==> src/rtl/divider_pkg.sv <==
// Shared types and helpers for the sequential restoring divider.
// The magnitude helper supports operand widths up to MAX_W bits.
package divider_pkg;

  typedef enum logic [1:0] {
    IDLE  = 2'd0,
    RUN   = 2'd1,
    FIXUP = 2'd2,
    DONE  = 2'd3
  } state_t;

  localparam int MAX_W = 64;
  localparam int IW    = $clog2(MAX_W);

  // Two's-complement magnitude of the low w bits of v; bits above w are cleared.
  function automatic logic [MAX_W-1:0] twos_mag(input logic [MAX_W-1:0] v, input int w);
    logic [MAX_W-1:0] mask;
    mask = (w >= MAX_W) ? '1 : ((MAX_W'(1) << w) - MAX_W'(1));
    if (v[IW'(w - 1)]) return (~v + MAX_W'(1)) & mask;
    return v & mask;
  endfunction

endpackage

==> src/rtl/div_step.sv <==
// One restoring-division iteration: shift the next dividend bit into the
// partial remainder, trial-subtract the divisor, keep or restore.
module div_step #(
  parameter int N = 8
) (
  input  logic [N-2:0] r_low,
  input  logic         a_msb,
  input  logic [N-1:0] b,
  output logic [N-1:0] r_out,
  output logic         q_bit
);

  logic [N-1:0] shifted;
  logic [N:0]   trial;

  // The partial remainder stays below the divisor, so its top bit never
  // carries information into the shifted value.
  assign shifted = {r_low, a_msb};
  assign trial   = {1'b0, shifted} - {1'b0, b};
  assign q_bit   = ~trial[N];
  assign r_out   = trial[N] ? shifted : trial[N-1:0];

endmodule

==> src/rtl/seq_divider_gen.sv <==
// Multi-cycle restoring divider, one quotient bit per clock, valid/ready on
// both sides. Define SIGNED_DIV_EN to add the Signed port and the FIXUP state.
module seq_divider_gen
  import divider_pkg::*;
#(
  parameter int N = 8
) (
  input  logic         Clock,
  input  logic         Reset,
  input  logic         InValid,
  output logic         InReady,
  input  logic [N-1:0] DataA,
  input  logic [N-1:0] DataB,
  output logic         OutValid,
  input  logic         OutReady,
  output logic [N-1:0] Q,
  output logic [N-1:0] R,
  output logic         DivZero
`ifdef SIGNED_DIV_EN
  ,
  input  logic         Signed
`endif
);

  localparam int CW = $clog2(N);

  state_t        state;
  logic [N-1:0]  quo;
  logic [N-1:0]  rem;
  logic [N-1:0]  dvs;
  logic [CW-1:0] cnt;
  logic          in_ready;
  logic          out_valid;
  logic          div_zero;
  logic [N-1:0]  step_r;
  logic          step_q;

`ifdef SIGNED_DIV_EN
  logic neg_q;
  logic neg_r;
  logic a_neg;
  logic b_neg;

  assign a_neg = Signed & DataA[N-1];
  assign b_neg = Signed & DataB[N-1];
`endif

  div_step #(.N(N)) u_step (
    .r_low (rem[N-2:0]),
    .a_msb (quo[N-1]),
    .b     (dvs),
    .r_out (step_r),
    .q_bit (step_q)
  );

  // NOTE: every register here is updated with <= so all of them see the
  // pre-edge values of each other within one clock.
  always_ff @(posedge Clock) begin
    if (Reset) begin
      state     <= IDLE;
      in_ready  <= 1'b1;
      out_valid <= 1'b0;
      quo       <= '0;
      rem       <= '0;
      dvs       <= '0;
      cnt       <= '0;
      div_zero  <= 1'b0;
`ifdef SIGNED_DIV_EN
      neg_q     <= 1'b0;
      neg_r     <= 1'b0;
`endif
    end else begin
      case (state)
        IDLE: begin
          if (InValid) begin
            in_ready <= 1'b0;
            cnt      <= CW'(N - 1);
            div_zero <= 1'b0;
            dvs      <= DataB;
            if (DataB == '0) begin
              // Divide-by-zero skips RUN; DONE raises OutValid one edge later.
              quo      <= '1;
              rem      <= DataA;
              div_zero <= 1'b1;
              state    <= DONE;
            end else begin
              rem   <= '0;
              state <= RUN;
`ifdef SIGNED_DIV_EN
              quo   <= a_neg ? N'(twos_mag(MAX_W'(DataA), N)) : DataA;
              dvs   <= b_neg ? N'(twos_mag(MAX_W'(DataB), N)) : DataB;
              neg_q <= a_neg ^ b_neg;
              neg_r <= a_neg;
`else
              quo   <= DataA;
`endif
            end
          end
        end

        RUN: begin
          rem <= step_r;
          quo <= {quo[N-2:0], step_q};
          if (cnt == '0) begin
`ifdef SIGNED_DIV_EN
            state     <= FIXUP;
`else
            state     <= DONE;
            out_valid <= 1'b1;
`endif
          end else begin
            cnt <= cnt - 1'b1;
          end
        end

`ifdef SIGNED_DIV_EN
        FIXUP: begin
          if (neg_q) quo <= -quo;
          if (neg_r) rem <= -rem;
          state     <= DONE;
          out_valid <= 1'b1;
        end
`endif

        DONE: begin
          if (!out_valid) begin
            out_valid <= 1'b1;
          end else if (OutReady) begin
            out_valid <= 1'b0;
            in_ready  <= 1'b1;
            state     <= IDLE;
          end
        end

        default: state <= IDLE;
      endcase
    end
  end

  assign InReady  = in_ready;
  assign OutValid = out_valid;
  assign Q        = quo;
  assign R        = rem;
  assign DivZero  = div_zero;

endmodule
==> config.mk <==
export PLATFORM = sky130hd
export DESIGN_NAME = seq_divider_gen
export DESIGN_NICKNAME = d
export VERILOG_FILES = /design/src/rtl/divider_pkg.sv /design/src/rtl/div_step.sv /design/src/rtl/seq_divider_gen.sv
export SDC_FILE = /design/constraint.sdc
export NUM_CORES = 1
export LEC_CHECK = 0
export BUFFER_PORTS_ARGS = -buffer_cell sky130_fd_sc_hd__buf_2
export CORE_AREA = 2 2 66 68
export CTS_CLUSTER_DIAMETER = 60
export DETAILED_ROUTE_END_ITERATION = 10
export DIE_AREA = 0 0 68 70
export HOLD_SLACK_MARGIN = 0.06
export PLACE_DENSITY = 0.68
export SYNTH_ARGS = -nofsm -noshare
export SYNTH_HDL_FRONTEND = slang
export SYNTH_SLANG_ARGS = --single-unit
==> constraint.sdc <==
create_clock -name Clock -period 2.6 [get_ports Clock]
set_input_delay 0.26 -clock Clock [delete_from_list [all_inputs] [get_ports Clock]]
set_output_delay 0.26 -clock Clock [all_outputs]
set_load 0.005 [all_outputs]
Yosys cells after proc, flatten, opt, wreduce, memory -nomap -nowiden. Index checks and enable logic that the tools add are counted.

Output and inout port bits: 19. Bits in registers: 32. Logic and storage cells: 55. Input port bits: 20.

Add/sub/neg operators: 2. Muxes and demuxes: 25. Eq/ne operators: 7. Bitwise logic cells: 1. Reductions and logical operators: 12.

Operators by type and width (count): $mux 8 (5); $pmux 8 s2 (2); $mux 2 (5); $ne 2x2->1 const B (5); $sub 8x8->9 (1); $logic_not 8->1 (1); $reduce_and 4->1 (2); $mux 1 (7); $mux 3 (2); $pmux 2 s3 (1); $pmux 3 s2 (1); $reduce_and 2->1 (3); $reduce_bool 2->1 (3); $pmux 1 s2 (2); $logic_not 3->1 (1); $reduce_and 3->1 (1); $sub 3x1->3 const B (1); $eq 2x1->1 const B (1); $eq 2x2->1 const B (1); $logic_not 2->1 (1); $not 1->1 (1).

Depth between registers and ports, before layout. Gate-level depths: netlist of the first run.

Depth after elaboration: 4. Mapped depth: 8. Gate-level depth less buffers: 8.

Hierarchy. Synthesis of the first run repeated with hierarchy kept, for this count alone.

Cells, all modules: 228. Area, all modules: 1950.6 um^2.

Modules (own cells, without submodules): seq_divider_gen (area an instance 1488.9 um^2, cells each 164, sequential area each 640.6 um^2, times used 1); div_step (area an instance 461.7 um^2, cells each 64, sequential area each 0.0 um^2, times used 1).

Worst setup path before layout of the first run. OpenSTA, ideal clock, no wires.

Path kind: reg2reg. Start point: reg quo[7] (netlist: Q[7]). End point: reg rem[3] (netlist: R[3]). Data required time: 2.523 ns. Data arrival time: 2.091 ns. Cell stages (with the launch flop): 9. Period minus slack after synthesis: 2.168 ns. Buffers on the path: 0. Setup time: 0.077 ns. Slack: 0.432 ns. Cells stage by stage: dfxtp_1 > inv_1 > ha_1 > fa_1 > and2b_1 > o2111ai_2 > a21o_1 > or3_1 > a41oi_2.

Word-level cells in the longest chain between the ends: 3.

Ends and longest elaborated chain: start: declaration (RTL line seq_divider_gen.sv:28) `logic [N-1:0] quo;`; start signal: assignment (RTL line seq_divider_gen.sv:95) `quo <= DataA;`; start signal: assignment (RTL line seq_divider_gen.sv:103) `quo <= {quo[N-2:0], step_q};`; $sub 8x8->9 (RTL line div_step.sv:19) `assign trial = {1'b0, shifted} - {1'b0, b};`; $mux 8 (RTL line div_step.sv:21) `assign r_out = trial[N] ? shifted : trial[N-1:0];`; $pmux 8 s2 (RTL line seq_divider_gen.sv:73) `case (state)`; end signal: assignment (RTL line seq_divider_gen.sv:83) `rem <= DataA;`; end signal: assignment (RTL line seq_divider_gen.sv:102) `rem <= step_r;`; end: declaration (RTL line seq_divider_gen.sv:29) `logic [N-1:0] rem;`.

Every way passes these cells. A chain may end at the register's enable or synchronous reset.

Final worst setup path of the first run.
Start point: reg quo[7] (netlist: Q[7]). End point: reg rem[1] (netlist: R[1]).

Same word-level chain as after synthesis.

==> flow_metrics.env, run 1 <==
export IMPL_grt_pass1_wl_um=7930
export IMPL_fp_coreArea_um2=4140
export IMPL_ys_warnings_count=0
export IMPL_rsz0062_at_grt="no"
export IMPL_fp_dieW_um=68
export IMPL_globalRouteTotalUtil_pct=21.5
export IMPL_tritoncts_clock_tree="built"
export IMPL_synth_enable_flop_cells=0
export IMPL_finalCriticalPeriod_ns=2.35
export IMPL_critPathSlowestCell="sky130_fd_sc_hd__fa_1"
export IMPL_vdd_drop_max_uv=341
export IMPL_htree_levels=2
export IMPL_postCtsResizedCells=0
export IMPL_area_of_the_die_um2=4760
export IMPL_worst_endpoint_required_ns=2.82
export IMPL_final_max_slew_violation_count=0
export IMPL_timing_fmax_mhz=426
export IMPL_endpoint_kind="flip-flop"
export IMPL_worst_path_max_fanout=7
export IMPL_finalWirelength_um=4730
export IMPL_grt_remaining_overflow=0
export IMPL_synthesis_area_per_instance_um2=7.73
export IMPL_crit_arrival_ns=2.57
export IMPL_routed_via_density=5.52
export IMPL_maxCapViolations=0
export IMPL_cp_top_family="compound AO/OA/AOI/OAI gates"
export IMPL_run_status="complete, no violations"
export IMPL_worstMarginPinSlew_ns=0.703
export IMPL_final_layout_size_suffix_gt1_share_pct=20.4
export IMPL_final_nets=315
export IMPL_grt_antenna_before_repair=0
export IMPL_dr_first_iter_drc_count=92
export IMPL_drc_errors=0
export IMPL_synthesized_net_count=282
export IMPL_timing_hold_worst_class="input pin to flip-flop"
export IMPL_vias=1861
export IMPL_starting_density_of_the_core_pct=46.8
export IMPL_fin_crit_sh_pct=90.4
export IMPL_cellPowerDensity_nw_per_um2=680
export IMPL_cts_path_max_buffers=2
export IMPL_kind_of_critical_path="flip-flop to flip-flop"
export IMPL_synthesis_area_um2=1940
export IMPL_grt_pass1_vias=1741
export IMPL_rows=24
export IMPL_drt_first_pass_iters=4
export IMPL_slowest_delay_ns=0.38
export IMPL_post_route_ant_nets=0
export IMPL_setup_tns_final_ns=0
export IMPL_critPathLaunchType="flip-flop"
export IMPL_layout_area_overhead_vs_synth_pct=15.5
export IMPL_synthArstFlopShare_pct=0
export IMPL_ys_seq_area_share_pct=33.0
export IMPL_critical_path_n_buffers_inverters=1
export IMPL_finClkSkew_ns=0.00694
export IMPL_place_ws_ns=0.283
export IMPL_timing_hold_violations_final=0
export IMPL_setup_viol=0
export IMPL_clock_sink_count=32
export IMPL_worstSkewPairLatency_ns=0.28
export IMPL_synth_cell_types=49
export IMPL_synth_seq_cells=32
export IMPL_worst_slew_margin_rel_pct=53.1
export IMPL_cell_at_the_root_of_the_clock_tree="sky130_fd_sc_hd__clkbuf_8"
export IMPL_die_y_um=70
export IMPL_drt_wirelength_per_cell_um=14.0
export IMPL_placement_io_buffers=38
export IMPL_dp_final_hpwl_um=3620
export IMPL_synth_cells=251
export IMPL_largest_net_degree_at_the_start_of_global_routing=34
export IMPL_p_leak_nw=0.951
export IMPL_crit_path_cell_trace="inv_1, ha_1, fa_1, and2b_1, o2111ai_2, a21oi_2, mux2_1, a21oi_1"
export IMPL_post_cts_repair_setup_buffers=0
export IMPL_ioPinCount=39
export IMPL_cts_buffers=5
export IMPL_routabilityCongestion=0.886
export IMPL_ys_flop_type="sky130_fd_sc_hd__dfxtp_1"
export IMPL_cts_hold_buffers=0
export IMPL_diodes=0
export IMPL_cts_reportedPaths_clkPinSlew_ns=0.07
export IMPL_layout_setup_ws_ns=0.251
-- layer usage --
layer  vias up  global-route usage, %  share of wire (%)
met5         -                      0                  0
met4         0                   5.33               0.85
met1       843                   29.8                 47
met2        55                   33.3                 46
li1        959                      -                  -
met3         4                   5.15                5.7
-- layout by cell type, fill, tap and decap left out, types with 2 or more instances in the layout --
cell type and count:
sky130_fd_sc_hd__nand3_1 8, sky130_fd_sc_hd__nand2b_1 6, sky130_fd_sc_hd__o21bai_1 2, sky130_fd_sc_hd__a21oi_2 2, sky130_fd_sc_hd__or2_2 2, sky130_fd_sc_hd__a211o_1 3
sky130_fd_sc_hd__clkbuf_8 6, sky130_fd_sc_hd__nor3_1 3, sky130_fd_sc_hd__a41oi_1 2, sky130_fd_sc_hd__a21oi_1 29, sky130_fd_sc_hd__inv_1 16, sky130_fd_sc_hd__nor2_1 24
sky130_fd_sc_hd__o2111ai_1 2, sky130_fd_sc_hd__dfxtp_1 32, sky130_fd_sc_hd__or3_1 2, sky130_fd_sc_hd__nor2b_1 2, sky130_fd_sc_hd__nor3b_1 2, sky130_fd_sc_hd__o21ai_0 10
sky130_fd_sc_hd__nand2_1 34, sky130_fd_sc_hd__a211oi_1 8, sky130_fd_sc_hd__a21o_1 3, sky130_fd_sc_hd__o22ai_1 2, sky130_fd_sc_hd__mux2_1 2, sky130_fd_sc_hd__a221o_1 2
sky130_fd_sc_hd__nor4_1 3, sky130_fd_sc_hd__buf_2 38, sky130_fd_sc_hd__nor4_2 2, sky130_fd_sc_hd__mux2i_1 3, sky130_fd_sc_hd__ha_1 10, sky130_fd_sc_hd__buf_4 2
sky130_fd_sc_hd__a31oi_1 4
-- worst paths after layout --
check / startpoint / endpoint / slack (ns) / depth (start not counted)
max: Q[7] / R[1] / 0.25 / 8
min: DataB[6] / dvs[6] / 0.23 / 3
max reg2reg: Q[7] / R[1] / 0.25 / 8
min reg2reg: dvs[3] / dvs[3] / 0.45 / 2
-- layout make-up --
| cell class | count | area [µm²] |
|---|---|---|
| sequential | 32 | 641 |
| fill | 418 | 1900 |
| clock buffer | 7 | 86.3 |
| timing repair buffer | 40 | 205 |
| tap | 52 | 65.1 |
| inverter | 16 | 60.1 |
| clock inverter | 1 | 7.51 |
| multi-input combinational | 189 | 1170 |
-- sequential cells by signal, summed over array words and instances, names as in the netlist --
register,count
Q,8
InReady,1
OutValid,1
cnt,3
state,2
DivZero,1
R,8
dvs,8
-- cells in the mapped netlist (2+ instances only) --
| cell type | number | area (µm²) |
|---|---|---|
| sky130_fd_sc_hd__nor4_1 | 3 | 18.8 |
| sky130_fd_sc_hd__or3_1 | 2 | 12.5 |
| sky130_fd_sc_hd__a31oi_1 | 4 | 25.0 |
| sky130_fd_sc_hd__a21oi_2 | 2 | 17.5 |
| sky130_fd_sc_hd__or2_2 | 2 | 12.5 |
| sky130_fd_sc_hd__nor2_1 | 24 | 90.1 |
| sky130_fd_sc_hd__ha_1 | 10 | 125 |
| sky130_fd_sc_hd__mux2_1 | 2 | 22.5 |
| sky130_fd_sc_hd__mux2i_1 | 3 | 30.0 |
| sky130_fd_sc_hd__a21oi_1 | 29 | 145 |
| sky130_fd_sc_hd__a211oi_1 | 8 | 60.1 |
| sky130_fd_sc_hd__nand2b_1 | 6 | 37.5 |
| sky130_fd_sc_hd__o2111ai_1 | 2 | 17.5 |
| sky130_fd_sc_hd__nor4_2 | 2 | 25.0 |
| sky130_fd_sc_hd__o22ai_1 | 2 | 12.5 |
| sky130_fd_sc_hd__nor3_1 | 3 | 15.0 |
| sky130_fd_sc_hd__nand2_1 | 34 | 128 |
| sky130_fd_sc_hd__a211o_1 | 3 | 26.3 |
| sky130_fd_sc_hd__inv_1 | 16 | 60.1 |
| sky130_fd_sc_hd__o21ai_0 | 10 | 50.1 |
| sky130_fd_sc_hd__a221o_1 | 2 | 20.0 |
| sky130_fd_sc_hd__a21o_1 | 3 | 22.5 |
| sky130_fd_sc_hd__buf_2 | 6 | 30.0 |
| sky130_fd_sc_hd__dfxtp_1 | 32 | 641 |
| sky130_fd_sc_hd__nor3b_1 | 2 | 15.0 |
| sky130_fd_sc_hd__nand3_1 | 8 | 40.0 |
| sky130_fd_sc_hd__clkbuf_1 | 6 | 22.5 |
| sky130_fd_sc_hd__o21bai_1 | 2 | 15.0 |
| sky130_fd_sc_hd__nor2b_1 | 2 | 12.5 |
| sky130_fd_sc_hd__a41oi_1 | 2 | 17.5 |
-- report_power, final --
part / total (mW) / internal (mW) / switching [mW]
sequential: 0.586 / 0.543 / 0.0436
clock: 0.405 / 0.215 / 0.190
combinational: 0.531 / 0.227 / 0.304
total: 1.52 / 0.985 / 0.537
-- logic make-up after synthesis --
logic type,synth area share (%)
flops,33.0
buf+inv,6.39
mux,2.71
simple gates,23.7
compound gates,26.7
fa+ha+maj,7.48
-- worst register-to-register path, delay by kind of cell, from the launching register on --
| family | cells | cell delay (ns) |
|---|---|---|
| adders and majority gates | 2 | 0.57 |
| muxes | 1 | 0.36 |
| DFF | 1 | 0.34 |
| and+or+nand+nor | 1 | 0.24 |
| buffers and inverters | 1 | 0.06 |
| AOI/OAI and AO/OA | 3 | 0.71 |
-- metrics by stage --
step                      util [%]  cells  hold slack [ns]  area [µm²]  total power, mW
after detailed placement      51.8    329            0.448        2150             1.13
final                         54.0    337            0.228        2240             1.52
after floorplan                  -    251            0.396        1940            0.979
after global placement        51.8    329            0.444        2150             1.12
after global routing          54.0    337            0.234        2240             1.63
after CTS                     54.0    337            0.221        2240             1.53
Note: power is estimated with default switching activity, not from simulation.
==> run 2: changes to the inputs <==
Settings changed: CORE_AREA 2 2 66 68 to 2 2 69 71, DIE_AREA 0 0 68 70 to 0 0 71 73, PLACE_DENSITY 0.68 to 0.63.
==> flow_metrics.env, run 2 (same netlist as run 1, synthesis figures left out) <==
export IMPL_cts_path_max_buffers=2
export IMPL_clock_sink_count=32
export IMPL_drt_wirelength_per_cell_um=14.2
export IMPL_diodes=0
export IMPL_globalRouteTotalUtil_pct=19.4
export IMPL_worst_slew_margin_rel_pct=52.8
export IMPL_maxCapViolations=0
export IMPL_cts_reportedPaths_clkPinSlew_ns=0.07
export IMPL_routabilityCongestion=0.835
export IMPL_drt_first_pass_iters=4
export IMPL_endpoint_kind="flip-flop"
export IMPL_fp_coreArea_um2=4540
export IMPL_power_share_clock_pct=29.9
export IMPL_cts_buffers=5
export IMPL_multi_input_area_um2=1170
export IMPL_critPathLaunchType="flip-flop"
export IMPL_vdd_drop_max_uv=460
export IMPL_placement_io_buffers=38
export IMPL_final_util_pct=49.8
export IMPL_finalCriticalPeriod_ns=2.38
export IMPL_grt_pass1_wl_um=7980
export IMPL_reg2reg_depth=8
export IMPL_most_common_layout_cells="sky130_fd_sc_hd__buf_2, sky130_fd_sc_hd__nand2_1, sky130_fd_sc_hd__dfxtp_1, sky130_fd_sc_hd__a21oi_1, sky130_fd_sc_hd__nor2_1"
export IMPL_worstMarginPinSlew_ns=0.707
export IMPL_timing_hold_ws_ns=0.226
export IMPL_ioPinCount=39
export IMPL_cell_at_the_root_of_the_clock_tree="sky130_fd_sc_hd__clkbuf_8"
export IMPL_timing_hold_worst_class="input pin to flip-flop"
export IMPL_crit_path_cell_trace="inv_1, ha_1, fa_1, and2b_1, o2111ai_2, a21oi_2, mux2_1, a21oi_1"
export IMPL_place_ws_ns=0.249
export IMPL_timing_hold_violations_final=0
export IMPL_crit_arrival_ns=2.60
export IMPL_rows=25
export IMPL_dr_first_iter_drc_count=98
export IMPL_critical_path_n_buffers_inverters=1
export IMPL_postCtsResizedCells=0
export IMPL_slowest_delay_ns=0.38
export IMPL_final_max_slew_violation_count=0
export IMPL_post_route_ant_nets=0
export IMPL_tritoncts_clock_tree="built"
export IMPL_power_switching_fraction_pct=34.0
export IMPL_dp_cells=331
export IMPL_instance_count_on_the_critical_path=8
export IMPL_internal_pwr_total_mw=1.05
export IMPL_setup_viol=0
export IMPL_total_power_mw=1.60
export IMPL_layout_area_seq_um2=641
export IMPL_post_cts_repair_setup_buffers=0
export IMPL_worst_endpoint_required_ns=2.82
export IMPL_grt_pass1_vias=1637
export IMPL_vias=1850
export IMPL_final_layout_size_suffix_gt1_share_pct=20.7
export IMPL_layout_commonest_cell="sky130_fd_sc_hd__buf_2"
export IMPL_layout_area_overhead_vs_synth_pct=16.5
export IMPL_kind_of_critical_path="flip-flop to flip-flop"
export IMPL_largest_net_degree_at_the_start_of_global_routing=34
export IMPL_worstSkewPairLatency_ns=0.28
export IMPL_part_of_the_total_power_dissipated_in_sequential_elements_pct=36.7
export IMPL_run_status="complete, no violations"
export IMPL_grt_remaining_overflow=0
export IMPL_timing_fmax_mhz=420
export IMPL_layout_setup_ws_ns=0.218
export IMPL_rsz0062_at_grt="no"
export IMPL_final_instance_count_excl_fill=339
export IMPL_cp_top_family="compound AO/OA/AOI/OAI gates"
export IMPL_dp_final_hpwl_um=3690
export IMPL_routed_via_density=5.46
export IMPL_p_leak_nw=0.961
export IMPL_finalWirelength_um=4820
export IMPL_drc_errors=0
export IMPL_post_route_cell_area_um2=2260
export IMPL_final_nets=315
export IMPL_setup_tns_final_ns=0
export IMPL_combPwrFrac_pct=33.4
export IMPL_finClkSkew_ns=0.00443
export IMPL_starting_density_of_the_core_pct=42.8
export IMPL_cellPowerDensity_nw_per_um2=706
export IMPL_area_after_dpl_um2=2150
export IMPL_area_of_the_die_um2=5180
export IMPL_grt_antenna_before_repair=0
export IMPL_hold_depth=3
export IMPL_critPathSlowestCell="sky130_fd_sc_hd__fa_1"
export IMPL_die_y_um=73
export IMPL_cts_hold_buffers=0
export IMPL_worst_path_max_fanout=7
export IMPL_htree_levels=2
export IMPL_fp_dieW_um=71
export IMPL_fillCellCount=458
export IMPL_fin_crit_sh_pct=91.6
export IMPL_switchingPower_mw=0.542
-- run 2: changes by cell type in the layout (fill, tap and decap cells not counted) --
cell and delta:
sky130_fd_sc_hd__clkbuf_8 -1, sky130_fd_sc_hd__bufinv_16 +1, sky130_fd_sc_hd__clkbuf_1 -1, sky130_fd_sc_hd__clkinv_2 +1
-- run 2: metal layers --
layer | share of wire [%] | wire [µm] | up-vias | track usage, %
li1 | - | - | 962 | -
met1 | 50 | 2430 | 833 | 27.7
met2 | 44 | 2100 | 51 | 30.2
met3 | 5.2 | 253 | 4 | 4.56
met4 | 0.75 | 36 | 0 | 3.77
met5 | 0 | 0 | - | 0
-- run 2: final timing paths --
| path | start | slack (ns) | to |
|---|---|---|---|
| min reg2reg | dvs[6] | 0.46 | dvs[6] |
| max | Q[7] | 0.22 | R[1] |
| min | DataB[6] | 0.23 | dvs[6] |
| max reg2reg | Q[7] | 0.22 | R[1] |
-- run 2: area by class of cell --
| cell class | count | area share [%] |
|---|---|---|
| Clock buffer | 5 | 3.05 |
| Multi-Input combinational cell | 189 | 52.0 |
| Inverter | 16 | 2.66 |
| Sequential cell | 32 | 28.3 |
| Clock inverter | 3 | 1.88 |
| Tap cell | 54 | 2.99 |
| Timing Repair Buffer | 40 | 9.08 |
-- run 2: power groups by stage --
stage | logic, mW | registers [mW] | clock network [mW]
6_report | 0.534 | 0.585 | 0.477
5_1_grt | 0.602 | 0.595 | 0.505
4_1_cts | 0.533 | 0.586 | 0.488
3_5_place_dp | 0.530 | 0.597 | 0
3_3_place_gp | 0.523 | 0.596 | 0
2_1_floorplan | 0.391 | 0.588 | 0
-- run 2: tightest hold or removal path, cell delays in order --
cell and delay [ns]:
sky130_fd_sc_hd__buf_2 0.11, sky130_fd_sc_hd__nand2_1 0.05, sky130_fd_sc_hd__a21oi_1 0.05
==> run 3: changes to the inputs <==
==> constraint.sdc (replaced) <==
create_clock -name Clock -period 3.02 [get_ports Clock]
set_input_delay 0.302 -clock Clock [delete_from_list [all_inputs] [get_ports Clock]]
set_output_delay 0.302 -clock Clock [all_outputs]
set_load 0.02 [all_outputs]
==> flow_metrics.env, run 3 (same netlist as run 1, synthesis figures left out) <==
export IMPL_place_ws_ns=0.672
export IMPL_routed_via_density=5.55
export IMPL_htree_levels=2
export IMPL_fin_crit_sh_pct=79.7
export IMPL_rsz0062_at_grt="no"
export IMPL_setup_tns_final_ns=0
export IMPL_grt_pass1_wl_um=7960
export IMPL_timing_fmax_mhz=415
export IMPL_setup_viol=0
export IMPL_ioPinCount=39
export IMPL_final_util_pct=49.8
export IMPL_drt_wirelength_per_cell_um=14.2
export IMPL_worst_path_max_fanout=7
export IMPL_globalRouteTotalUtil_pct=19.3
export IMPL_vdd_drop_max_uv=383
export IMPL_crit_arrival_ns=2.62
export IMPL_drt_first_pass_iters=4
export IMPL_final_max_slew_violation_count=0
export IMPL_fp_coreArea_um2=4540
export IMPL_rows=25
export IMPL_cell_at_the_root_of_the_clock_tree="sky130_fd_sc_hd__clkbuf_8"
export IMPL_tritoncts_clock_tree="built"
export IMPL_cellPowerDensity_nw_per_um2=624
export IMPL_endpoint_kind="flip-flop"
export IMPL_cts_hold_buffers=0
export IMPL_die_y_um=73
export IMPL_cts_path_max_buffers=2
export IMPL_post_cts_repair_setup_buffers=0
export IMPL_vias=1880
export IMPL_fillCellCount=464
export IMPL_finalWirelength_um=4830
export IMPL_setup_reg_to_reg_worst_slack_ns=0.61
export IMPL_dr_first_iter_drc_count=124
export IMPL_final_nets=315
export IMPL_kind_of_critical_path="flip-flop to flip-flop"
export IMPL_finClkSkew_ns=0.00539
export IMPL_layout_area_overhead_vs_synth_pct=16.5
export IMPL_post_route_ant_nets=0
export IMPL_maxCapViolations=0
export IMPL_p_leak_nw=0.961
export IMPL_worstMarginPinSlew_ns=0.714
export IMPL_starting_density_of_the_core_pct=42.8
export IMPL_largest_net_degree_at_the_start_of_global_routing=34
export IMPL_cts_reportedPaths_clkPinSlew_ns=0.07
export IMPL_clock_sink_count=32
export IMPL_grt_antenna_before_repair=0
export IMPL_finalCriticalPeriod_ns=2.41
export IMPL_postCtsResizedCells=0
export IMPL_drc_errors=0
export IMPL_timing_hold_violations_final=0
export IMPL_area_of_the_die_um2=5180
export IMPL_layout_commonest_cell="sky130_fd_sc_hd__buf_2"
export IMPL_cts_buffers=5
export IMPL_critPathLaunchType="flip-flop"
export IMPL_fp_dieW_um=71
export IMPL_timing_hold_worst_class="input pin to flip-flop"
export IMPL_most_common_layout_cells="sky130_fd_sc_hd__buf_2, sky130_fd_sc_hd__nand2_1, sky130_fd_sc_hd__dfxtp_1, sky130_fd_sc_hd__a21oi_1, sky130_fd_sc_hd__nor2_1"
export IMPL_layout_setup_ws_ns=0.612
export IMPL_final_layout_size_suffix_gt1_share_pct=20.7
export IMPL_worst_slew_margin_rel_pct=52.3
export IMPL_grt_pass1_vias=1638
export IMPL_worst_endpoint_required_ns=3.24
export IMPL_placement_io_buffers=38
export IMPL_diodes=0
export IMPL_routabilityCongestion=0.835
export IMPL_grt_remaining_overflow=0
export IMPL_worstSkewPairLatency_ns=0.29
export IMPL_run_status="complete, no violations"
export IMPL_dp_final_hpwl_um=3700
[run 3: cell counts in the layout (fill, tap and decap cells not counted)]
No cell type changed its count.
[run 3: worst paths after layout]
kind	start	to	cells after the start
worst max register to register	Q[7]	R[1]	8
worst min register to register	dvs[6]	dvs[6]	2
worst min-delay path	DataB[6]	dvs[6]	3
worst max-delay path	Q[7]	R[1]	8
[run 3: critical path: stages (launching register included)]
cell and delay (ns):
sky130_fd_sc_hd__dfxtp_1 0.36, sky130_fd_sc_hd__inv_1 0.06, sky130_fd_sc_hd__ha_1 0.20, sky130_fd_sc_hd__fa_1 0.38, sky130_fd_sc_hd__and2b_1 0.25, sky130_fd_sc_hd__o2111ai_2 0.21
sky130_fd_sc_hd__a21oi_2 0.39, sky130_fd_sc_hd__mux2_1 0.36, sky130_fd_sc_hd__a21oi_1 0.14
[run 3: final cells by class]
| type | count | area, µm² | share of cell area, % |
|---|---|---|---|
| clock inverters | 3 | 42.5 | 1.88 |
| clock buffers | 5 | 68.8 | 3.05 |
| repair buffers | 40 | 205 | 9.08 |
| inverters | 16 | 60.1 | 2.66 |
| well taps | 54 | 67.6 | 2.99 |
| flip-flops and latches | 32 | 641 | 28.3 |
| multi-input cells | 189 | 1170 | 52.0 |
[run 3: layer usage]
| metal | share of wire, % | global-route usage (%) |
|---|---|---|
| met1 | 49 | 27.5 |
| met2 | 44 | 30.3 |
| met3 | 6.4 | 4.42 |
| met4 | 0.77 | 3.77 |
| met5 | 0 | 0 |
[run 3: power by group]
group          switching (mW)  internal (mW)
clock network           0.168          0.244
logic                   0.297          0.196
registers              0.0374          0.467
total                   0.502          0.908
[run 3: through the flow]
step	std cells	cell area [µm²]	total power [mW]	hold slack, ns
floorplan	251	1940	0.876	0.436
global placement	331	2150	0.997	0.444
detailed placement	331	2150	1.00	0.448
CTS	339	2260	1.42	0.258
global route	339	2260	1.50	0.269
finish	339	2260	1.41	0.265
